$ cat src/rtl/dl166_pkg.sv
// Shared DL166 definitions: run-controller state encoding,
// bus widths and the opcode field used by the core.
package dl166_pkg;

  localparam int IW    = 8;
  localparam int AW    = 4;
  localparam int DEPTH = 16;

  typedef enum logic [1:0] {
    ST_HOLD = 2'd0,
    ST_HALT = 2'd1,
    ST_RUN  = 2'd2,
    ST_STEP = 2'd3
  } st_e;

  localparam logic [3:0] OP_NOP = 4'h0;
  localparam logic [3:0] OP_LDI = 4'h1;
  localparam logic [3:0] OP_ADD = 4'h2;
  localparam logic [3:0] OP_SUB = 4'h3;
  localparam logic [3:0] OP_AND = 4'h4;
  localparam logic [3:0] OP_OR  = 4'h5;
  localparam logic [3:0] OP_LD  = 4'h6;
  localparam logic [3:0] OP_ST  = 4'h7;
  localparam logic [3:0] OP_JMP = 4'h8;
  localparam logic [3:0] OP_JZ  = 4'h9;
  localparam logic [3:0] OP_OUT = 4'hA;

  function automatic logic [3:0] opcode(
    input logic [IW-1:0] ins
  );
    return ins[IW-1 -: 4];
  endfunction

endpackage

$ cat src/rtl/dl166_prog_ram.sv
// 16x8 program memory: one synchronous write port, one
// asynchronous read port, cleared synchronously on reset.
module dl166_prog_ram
  import dl166_pkg::*;
(
  input  logic          clk,
  input  logic          reset,
  input  logic          we,
  input  logic [AW-1:0] waddr,
  input  logic [IW-1:0] wdata,
  input  logic [AW-1:0] raddr,
  output logic [IW-1:0] rdata
);

  logic [IW-1:0] mem_q [DEPTH];
  logic [IW-1:0] mem_d [DEPTH];

  always_comb begin
    mem_d = mem_q;
    if (we) mem_d[waddr] = wdata;
  end

  always_ff @(posedge clk) begin
    if (reset) begin
      for (int i = 0; i < DEPTH; i++)
        mem_q[i] <= '0;
    end else begin
      mem_q <= mem_d;
    end
  end

  assign rdata = mem_q[raddr];

endmodule

$ cat src/rtl/dl166_run_ctrl.sv
// DL166 run/debug controller: reset-hold, halt, run and
// single-step sequencing plus the shared program memory.
module dl166_run_ctrl
  import dl166_pkg::*;
#(
  parameter int RST_CYCLES = 4
) (
  input  logic          clk,
  input  logic          reset,
  input  logic          cmd_run,
  input  logic          cmd_halt,
  input  logic          cmd_step,
  input  logic          cmd_rst_cpu,
  input  logic          ld_valid,
  output logic          ld_ready,
  input  logic [AW-1:0] ld_addr,
  input  logic [IW-1:0] ld_data,
  input  logic          bp_en,
  input  logic [AW-1:0] bp_addr,
  input  logic [AW-1:0] cpu_adr,
  output logic [IW-1:0] cpu_dout,
  output logic          cpu_ce,
  output logic          cpu_rst_n,
  output logic [1:0]    state,
  output logic [15:0]   retired
);

  localparam int CW =
    (RST_CYCLES > 1) ? $clog2(RST_CYCLES) : 1;
  localparam logic [CW-1:0] CNT_INIT =
    CW'(RST_CYCLES - 1);

  st_e           st_q, st_d;
  logic [CW-1:0] cnt_q, cnt_d;
  logic          skip_q, skip_d;
  logic [15:0]   ret_q, ret_d;
  logic          bp_hit;

  // Skip lets a resumed run execute the instruction it
  // stopped on instead of re-hitting the breakpoint.
  assign bp_hit = bp_en && (cpu_adr == bp_addr)
                  && !skip_q;

  always_comb begin
    cpu_ce   = 1'b0;
    ld_ready = 1'b0;
    unique case (st_q)
      ST_HOLD: cpu_ce = 1'b0;
      ST_HALT: ld_ready = 1'b1;
      ST_RUN:  cpu_ce = !bp_hit;
      ST_STEP: cpu_ce = 1'b1;
    endcase
  end

  assign cpu_rst_n = (st_q != ST_HOLD);
  assign state     = st_q;
  assign retired   = ret_q;

  always_comb begin
    st_d   = st_q;
    cnt_d  = cnt_q;
    skip_d = skip_q;
    ret_d  = ret_q;
    if (cpu_ce) begin
      ret_d  = ret_q + 16'd1;
      skip_d = 1'b0;
    end
    if (cmd_rst_cpu) begin
      st_d  = ST_HOLD;
      cnt_d = CNT_INIT;
    end else begin
      unique case (st_q)
        ST_HOLD: begin
          if (cnt_q == '0) st_d = ST_HALT;
          else cnt_d = cnt_q - 1'b1;
        end
        ST_HALT: begin
          if (cmd_halt) begin
            st_d = ST_HALT;
          end else if (cmd_step) begin
            st_d   = ST_STEP;
            skip_d = 1'b1;
          end else if (cmd_run) begin
            st_d   = ST_RUN;
            skip_d = 1'b1;
          end
        end
        ST_RUN: begin
          if (cmd_halt || bp_hit) st_d = ST_HALT;
        end
        ST_STEP: st_d = ST_HALT;
      endcase
    end
  end

  always_ff @(posedge clk) begin
    if (reset) begin
      st_q   <= ST_HOLD;
      cnt_q  <= CNT_INIT;
      skip_q <= 1'b0;
      ret_q  <= '0;
    end else begin
      st_q   <= st_d;
      cnt_q  <= cnt_d;
      skip_q <= skip_d;
      ret_q  <= ret_d;
    end
  end

  dl166_prog_ram u_ram (
    .clk   (clk),
    .reset (reset),
    .we    (ld_valid && ld_ready),
    .waddr (ld_addr),
    .wdata (ld_data),
    .raddr (cpu_adr),
    .rdata (cpu_dout)
  );

endmodule

$ cat config.mk
export PLATFORM = sky130hd
export DESIGN_NAME = dl166_run_ctrl
export DESIGN_NICKNAME = d
export VERILOG_FILES = /design/src/rtl/dl166_pkg.sv /design/src/rtl/dl166_prog_ram.sv /design/src/rtl/dl166_run_ctrl.sv
export SDC_FILE = /design/constraint.sdc
export NUM_CORES = 1
export LEC_CHECK = 0
export ABC_AREA = 1
export BUFFER_PORTS_ARGS = -buffer_cell sky130_fd_sc_hd__buf_2
export CAP_MARGIN = 10
export CORE_MARGIN = 2
export CORE_UTILIZATION = 45
export CTS_CLUSTER_SIZE = 40
export DETAILED_ROUTE_END_ITERATION = 10
export PLACE_DENSITY_LB_ADDON = 0.3
export RECOVER_POWER = 100
export SETUP_SLACK_MARGIN = 0.05
export SYNTH_ARGS = -nofsm -noshare
export SYNTH_HDL_FRONTEND = slang
export SYNTH_SLANG_ARGS = --single-unit
$ cat constraint.sdc
create_clock -name clk -period 1.7 [get_ports clk]
set_clock_uncertainty 0.1 [all_clocks]
set_input_delay 0.17 -clock clk [delete_from_list [all_inputs] [get_ports clk]]
set_output_delay 0.17 -clock clk [all_outputs]
set_load 0.005 [all_outputs]
==> results.cfg, run 1 <==
[outcome]
run_status = finished with violations
violations = setup timing

[critical_path]
path_class = reg -> out
cpMaxStageDelayCell = dfxtp_2
arrival_ps = 1500
cp_slowest_stage_delay_ps = 320
path_max_fanout = 2
critPathRequiredTime_ps = 1430
end_kind = output port
worst_path_most_repeated_cell = o211ai_1
path_cells = inv_2 > a21oi_2 > o21ai_1 > o211ai_1 > o211ai_1 > nand2_1 > buf_2
cp-start-kind = flip-flop

[finish]
final_layout_size_suffix_gt1_frac = 0.174
diodes = 0
fillCellCount = 1315
fin_nets = 996
syn_to_final_growth_pct = 22.4

[floorplanning]
die_area_um2 = 16000
ios = 57
placementRows = 44
core_um2 = 14600
die_h_um = 126
die_x_um = 126
start_util = 0.462

[clock_tree]
clk_pin_slew_ps = 60
cts_root_buffer = clkbuf_16
clockBufferDepth = 2
numCtsBuffers = 17
clk_latency_ps = 420
clock-sinks = 149
htree_levels = 4
cts_tree = done

[power_and_ir_drop]
irDropWorstVdd_mv = 0.825
total_power_mw = 7.92
power.density_nw_per_um2 = 960
p_leak_nw = 3.26

[synthesis]
ys_top_cells_by_count = o21ai_0, a21oi_1, dfxtp_1
netlist_instances = 898
synth.top_cell.area_share = 0.443
synth_top_area_cell = dfxtp_1
async_reset_ff_frac = 0
synth.distinct_cells = 31
synth_edf_count = 0
synth_most_common_cell = o21ai_0
syn-num-nets = 928
synthFlopType = dfxtp_1
syn-cell-area_um2 = 6740
seq_area_frac_synth = 0.443
ys_seq_elements = 149
yosysWarnings = 0
avgSynthCellArea_um2 = 7.51
synth_area_leaders = dfxtp_1, o21ai_0, a21oi_1, nor2_1, nand2_1

[global_routing]
track_usage = 0.240
antenna_found_initial = 0
grt_start_max_net_pins = 75
grt-ovfl-total = 0
grt_pass1_wl_um = 30900
grt_pass1_vias = 6041

[drt]
dr_total_vias = 6644
antenna_left = 0
dr.pass1.iters = 5
drtIter0Drc = 694
via_per_inst = 5.72
totalWireLength_um = 19800
wire_per_inst_um = 17.0
remaining_drc_errors = 0

[timing]
fin_tns_setup_ps = -231
finalCritPeriodShare = 1.04
hold_viol = 0
setup_ws_ps = -65.4
setup_viol = 7
tightest_slew_ps = 571
slew_headroom = 0.619
finalCriticalPeriod_ps = 1770
rsz0062_at_grt = yes
timing.fmax_mhz = 566
final_max_slew_viol_count = 0

[flow_run]
drv_cap = 0

[worst_hold_path]
hold_path_class = in -> reg

[placed_design]
io_buffers = 56
gp_congestion = 0.837
post-dp-hpwl_um = 11700
through the flow:
stage | util | cell area (um2) | hold WS (ps) | instances | setup slack (ps)
6_report | 0.565 | 8250 | 42.1 | 1161 | -65.4
5_1_grt | 0.565 | 8250 | 81.2 | 1161 | -150
4_1_cts | 0.553 | 8060 | 35.5 | 1146 | -68.1
3_5_place_dp | 0.500 | 7300 | 346 | 1101 | 65.4
3_3_place_gp | 0.500 | 7300 | 339 | 1101 | 63.8
2_1_floorplan | - | 6740 | 216 | 898 | 194
cell usage in the layout, fill, tap and decap left out, drive strengths merged:
master / synthesis / final
xor2: 3 / 3
clkbuf: 43 / 36
o221ai: 12 / 12
o22ai: 8 / 8
dlygate4sd3: 0 / 11
o21ai: 198 / 198
a21oi: 152 / 152
nor2: 103 / 103
o2111ai: 1 / 1
ha: 2 / 2
clkinv: 1 / 3
nor3: 1 / 1
o211ai: 22 / 22
o31ai: 1 / 1
xnor2: 4 / 4
nand3: 30 / 30
bufinv: 0 / 3
nand2: 85 / 85
dfxtp: 149 / 149
nand4: 6 / 6
buf: 22 / 87
clkinvlp: 0 / 6
inv: 55 / 54
area by class of cell:
type	instances	area (um2)	area share
repair inverters	1	7.51	0.000910
multi-input cells	628	3250	0.394
clock inverters	9	128	0.0155
flip-flops and latches	149	3000	0.363
well taps	184	230	0.0279
inverters	56	220	0.0267
repair buffers	113	945	0.115
clock buffers	21	470	0.0570
timing repair:
item	in CTS	in global routing
endpoints found under the setup margin	10	84
buffers inserted	4	13
hold endpoints to repair	13	0
pin swaps	15	24
hold buffers	11	0
resized for setup	15	33
cloned	0	2
path summary, 6_finish.rpt:
check / startpoint / endpoint / slack, ps / depth (start not counted)
worst max-delay path: u_ram.mem_q[16] / cpu_dout[0] / -70 / 7
worst min-delay path: cmd_halt / state[0] / 40 / 5
worst max register to register: state[1] / u_ram.mem_q[111] / 30 / 9
worst min register to register: u_ram.mem_q[87] / u_ram.mem_q[87] / 360 / 2
critical path: cells and delay by family, from the launching register on:
kind	cells	cell delay, ps
AND/OR/NAND/NOR	1	130
flip-flops	1	320
buffers and inverters	2	170
AO/OA/AOI/OAI	4	450
registers in the layout (all words and copies together), names as in the netlist:
| signal | cells |
|---|---|
| cnt_q | 2 |
| retired | 16 |
| u_ram.mem_q | 128 |
| state | 2 |
| skip_q | 1 |
metal layers:
metal  vias up  part of all wire  global-route usage
li1       3243                 -                   -
met1      3118              0.46               0.334
met2       248              0.45               0.375
met3        35             0.068              0.0363
met4         0             0.021               0.100
met5         -                 0                   0
power by group:
part	internal (mW)	switching [mW]	leakage (nW)
registers	3.49	0.00154	1.20
logic	0.192	0.374	1.77
clock network	2.40	1.46	0.287
total	6.09	1.84	3.26
cells by family (layout without fill, tap and decap cells):
group | count (synthesis) | count (layout) | synth area share
XOR/XNOR | 7 | 7 | 0.00910
buffers and inverters | 121 | 200 | 0.0800
AND/OR/NAND/NOR | 225 | 225 | 0.155
AO/OA/AOI/OAI | 394 | 394 | 0.310
flip-flops | 149 | 149 | 0.443
adder cells (fa/ha/maj) | 2 | 2 | 0.00371
Power figures use the tool's default switching activity.
==> run 2, diff against run 1 <==
--- a/config.mk
+++ b/config.mk
@@ -10,6 +10,7 @@
 export CAP_MARGIN = 10
 export CORE_MARGIN = 2
 export CORE_UTILIZATION = 45
+export CTS_BUF_LIST = sky130_fd_sc_hd__clkbuf_4 sky130_fd_sc_hd__clkbuf_8
 export CTS_CLUSTER_SIZE = 40
 export DETAILED_ROUTE_END_ITERATION = 10
 export PLACE_DENSITY_LB_ADDON = 0.3
==> run 2 against run 1 <==
Net effect: the flow still finishes with violations (setup timing); power shrank 13%; register-to-register slack lost 60 ps; clock-buffer cell count is the same; die area is the same; non-clock buffer count grew 6; largest power group is now registers; sequential share of layout area grew 0.66 points; clock power shrank 26%; hold slack lost 15 ps; routed wire length shrank 3.4%; highest routed layer unchanged.
==> results.cfg, run 2 (synthesis gave the netlist of run 1 again) <==
[global_routing]
grt-ovfl-total = 0
grt_pass1_vias = 6012
grt_pass1_wl_um = 30700
track_usage = 0.237
antenna_found_initial = 0
grt_start_max_net_pins = 75

[clock_tree]
cts_tree = done
clk_pin_slew_ps = 80
clockBufferDepth = 2
clk_latency_ps = 450
numCtsBuffers = 17
htree_levels = 4
cts_root_buffer = clkbuf_8
clock-sinks = 149

[critical_path]
end_kind = output port
cp-start-kind = flip-flop
path_class = reg -> out
cpMaxStageDelayCell = dfxtp_2
crit_buf_inv = 2
critPathRequiredTime_ps = 1430
arrival_ps = 1510
crit_family = compound AO/OA/AOI/OAI gates
path_max_fanout = 2
worst_path_most_repeated_cell = o211ai_1
cp_slowest_stage_delay_ps = 340
path_cells = inv_2 > a21oi_2 > o21ai_1 > o211ai_1 > o211ai_1 > nand2_1 > buf_2

[timing]
tightest_slew_ps = 551
finalCriticalPeriod_ps = 1780
whs_ps = 27.2
slew_headroom = 0.632
setup_ws_ps = -81.6
rsz0062_at_grt = yes
timing.fmax_mhz = 561
hold_viol = 0
final_max_slew_viol_count = 0
finalCritPeriodShare = 1.05
setup_viol = 21

[finish]
final_layout_size_suffix_gt1_frac = 0.181
layout_commonest_cell = o21ai_0
layout.cells.non_filler = 1167
fin_nets = 1002
final_cell_mix = o21ai_0, a21oi_1, dfxtp_1
diodes = 0
largest_reg_flops = 128
fillCellCount = 1353
regMostFlops = u_ram.mem_q
syn_to_final_growth_pct = 20.1

[floorplanning]
die_area_um2 = 16000
die_x_um = 126
start_util = 0.462
placementRows = 44
core_um2 = 14600
ios = 57
die_h_um = 126

[drt]
dr_total_vias = 6543
via_per_inst = 5.61
remaining_drc_errors = 0
route.met2.wl_um = 8670
wire_per_inst_um = 16.4
drt-met1-wl_um = 8850
top_layer_used = met4
antenna_left = 0
drtIter0Drc = 612
met3_length_um = 1350
totalWireLength_um = 19100
dr.pass1.iters = 6

[placed_design]
gp_congestion = 0.837
io_buffers = 56
post-place-cells = 1101
post-place-ws_ps = 65.4
post-dp-hpwl_um = 11700

[flow_run]
drv_cap = 0

[worst_hold_path]
hold_path_class = in -> reg

[outcome]
violations = setup timing
run_status = finished with violations

[power_and_ir_drop]
p_leak_nw = 3.21
irDropWorstVdd_mv = 0.516
power.density_nw_per_um2 = 856
==> run 2: changes by cell type in the layout (fill, tap and decap cells not counted), moves of 3 or more <==
cell       change
o21ai_1        -3
o21ai_0        +3
buf_4          +5
clkbuf_16     -17
inv_2          +3
clkbuf_8      +17
==> run 2: what timing repair did <==
action	in CTS	in global routing
hold buffers	12	0
pin swaps	11	25
resized for setup	11	36
hold endpoints to repair	13	0
setup endpoints to repair	10	80
buffers inserted	8	14
gates cloned	0	2
==> run 2: metal layers <==
layer  GRT usage  up-vias
li1            -     3256
met1       0.333     3041
met2       0.369      229
met3      0.0456       17
met4      0.0769        0
met5           0        -
==> run 2: layout make-up <==
cell class	instances	area [um2]	share of cell area
timing repair inverter	1	7.51	0.000927
timing repair buffer	119	991	0.122
multi-input combinational	628	3250	0.401
sequential	149	2990	0.370
inverter	56	216	0.0267
clock buffer	21	283	0.0349
clock inverter	9	128	0.0158
tap	184	230	0.0284
==> run 2: stage by stage <==
stage / util / power [mW] / TNS (ps) / cell area, um2
after floorplan: - / 3.89 / 0 / 6740
after global placement: 0.500 / 4.10 / 0 / 7300
after detailed placement: 0.500 / 4.10 / 0 / 7300
after CTS: 0.542 / 6.94 / -541 / 7900
after global routing: 0.555 / 7.17 / -9120 / 8100
final: 0.555 / 6.93 / -616 / 8100
==> run 2: power by group <==
part / total (mW) / leakage [nW] / switching [mW] / internal (mW)
Clock: 2.87 / 0.203 / 1.31 / 1.56
Combinational: 0.565 / 1.80 / 0.369 / 0.196
Sequential: 3.49 / 1.20 / 0.00153 / 3.49
Total: 6.93 / 3.21 / 1.68 / 5.25
==> run 2: path summary, 6_finish.rpt <==
path	startpoint	to	slack, ps	cells past startpoint
worst max-delay path	u_ram.mem_q[16]	cpu_dout[0]	-80	7
worst min-delay path	reset	retired[3]	30	3
worst max register to register	state[1]	u_ram.mem_q[3]	-30	10
worst min register to register	u_ram.mem_q[87]	u_ram.mem_q[87]	360	2
==> run 2: worst min-delay path: stages <==
cell,delay (ps)
buf_2,90
buf_4,210
a21oi_1,50
==> run 3, diff against run 2 <==
==> constraint.sdc (replaced) <==
create_clock -name clk -period 1.85 [get_ports clk]
set_clock_uncertainty 0.1 [all_clocks]
set_input_delay 0.185 -clock clk [delete_from_list [all_inputs] [get_ports clk]]
set_output_delay 0.185 -clock clk [all_outputs]
set_load 0.005 [all_outputs]
==> run 3 against run 2 <==
Net effect: power fell by 9.2%; design area fell by 1.9%; the flow now finishes without violations; via count fell by 0.64%; cell count fell by 0.26%; hold slack got worse by 0.51 ps; critical endpoint is now cpu_dout[7]; routed wire length fell by 0.82%; critical path depth did not move; combinational power fell by 10%.
==> results.cfg, run 3 (synthesis gave the netlist of run 1 again) <==
[drt]
totalWireLength_um = 18900
antenna_left = 0
drtIter0Drc = 662
dr_total_vias = 6501
dr.pass1.iters = 6
via_per_inst = 5.59
wire_per_inst_um = 16.3
remaining_drc_errors = 0

[finish]
largest_reg_flops = 128
regMostFlops = u_ram.mem_q
layout_commonest_cell = o21ai_0
stdcell_area_um2 = 7940
final_cell_mix = o21ai_0, a21oi_1, dfxtp_1
syn_to_final_growth_pct = 17.8
final_layout_size_suffix_gt1_frac = 0.169
fin_nets = 997
diodes = 0

[critical_path]
end_kind = output port
worst_path_most_repeated_cell = o211ai_1
path_cells = inv_2 > a21oi_2 > o21ai_1 > o211ai_1 > o211ai_1 > nand2_1 > buf_2
critPathRequiredTime_ps = 1560
path_max_fanout = 2
cp_slowest_stage_delay_ps = 320
cp-start-kind = flip-flop
cpMaxStageDelayCell = dfxtp_2
arrival_ps = 1540
path_class = reg -> out

[floorplanning]
die_x_um = 126
placementRows = 44
start_util = 0.462
die_area_um2 = 16000
ios = 57
die_h_um = 126
core_um2 = 14600

[power_and_ir_drop]
total_power_mw = 6.29
irDropWorstVdd_mv = 0.516
p_leak_nw = 3.15
power.density_nw_per_um2 = 793

[clock_tree]
htree_levels = 4
clockBufferDepth = 2
numCtsBuffers = 17
cts_tree = done
clock-sinks = 149
clk_latency_ps = 460
cts_root_buffer = clkbuf_8
clk_pin_slew_ps = 80

[global_routing]
grt_pass1_wl_um = 30100
antenna_found_initial = 0
track_usage = 0.235
grt-ovfl-total = 0
grt_pass1_vias = 5818
grt_start_max_net_pins = 61

[timing]
whs_ps = 26.7
fin_tns_setup_ps = 0
setup_viol = 0
timing.fmax_mhz = 549
finalCriticalPeriod_ps = 1820
slew_headroom = 0.598
setup_ws_ps = 27.7
hold_viol = 0
finalCritPeriodShare = 0.985
final_max_slew_viol_count = 0
tightest_slew_ps = 602
rsz0062_at_grt = yes

[placed_design]
post-place-ws_ps = 151
post-dp-hpwl_um = 11700
placed_cell_area_um2 = 7150
gp_congestion = 0.845
io_buffers = 56

[outcome]
run_status = finished, final reports clean

[flow_run]
drv_cap = 0

[worst_hold_path]
hold_path_class = in -> reg
-- run 3: changes by cell type in the layout (fill, tap and decap cells not counted), moves of 3 or more --
cell | previous run | this run
nand2_1 | 78 | 82
o21ai_0 | 176 | 179
buf_12 | 17 | 11
clkbuf_2 | 2 | 5
buf_4 | 24 | 30
nand2_2 | 4 | 0
o21ai_1 | 22 | 19
buf_2 | 51 | 47
-- run 3: area by class of cell --
type                    count  area [um2]
fillers                  1378        6650
multi-input cells         628        3220
flip-flops and latches    149        2990
repair buffers            115         871
clock buffers              21         283
well taps                 184         230
inverters                  56         219
clock inverters            11         125
-- run 3: worst paths after layout --
kind,from,end,slack [ps],cells after the start
setup / recovery,u_ram.mem_q[87],cpu_dout[7],30,7
hold / removal,reset,retired[12],30,3
hold reg to reg,u_ram.mem_q[22],u_ram.mem_q[22],360,2
setup reg to reg,state[0],u_ram.mem_q[10],30,9
-- run 3: report_power, final --
| group | internal (mW) | switching (mW) |
|---|---|---|
| logic | 0.173 | 0.333 |
| clock network | 1.32 | 1.26 |
| registers | 3.21 | 0.00146 |
| total | 4.70 | 1.59 |
-- run 3: repair_timing --
item	in CTS	in global routing
hold endpoints to repair	13	0
pin swaps	10	31
resized for setup	8	24
buffers inserted	1	28
gates cloned	0	0
endpoints found under the setup margin	5	60
hold buffers	12	0
-- run 3: critical path, delay by kind of cell (launching register included) --
kind                   cells  cell delay [ps]
DFF                        1              320
buffers and inverters      2              150
AOI/OAI and AO/OA          4              520
and+or+nand+nor            1              100
-- run 3: metrics by stage --
| stage | utilization | cells |
|---|---|---|
| finish | 0.544 | 1164 |
| global route | 0.544 | 1164 |
| CTS | 0.527 | 1136 |
| detailed placement | 0.490 | 1091 |
| global placement | 0.490 | 1091 |
| floorplan | - | 898 |
-- run 3: routing by layer --
metal / routed length (um) / track usage / vias up
met5: 0 / 0 / -
met4: 334 / 0.0853 / 0
met3: 1220 / 0.0451 / 27
met2: 8560 / 0.361 / 222
met1: 8840 / 0.329 / 3006
li1: - / - / 3246
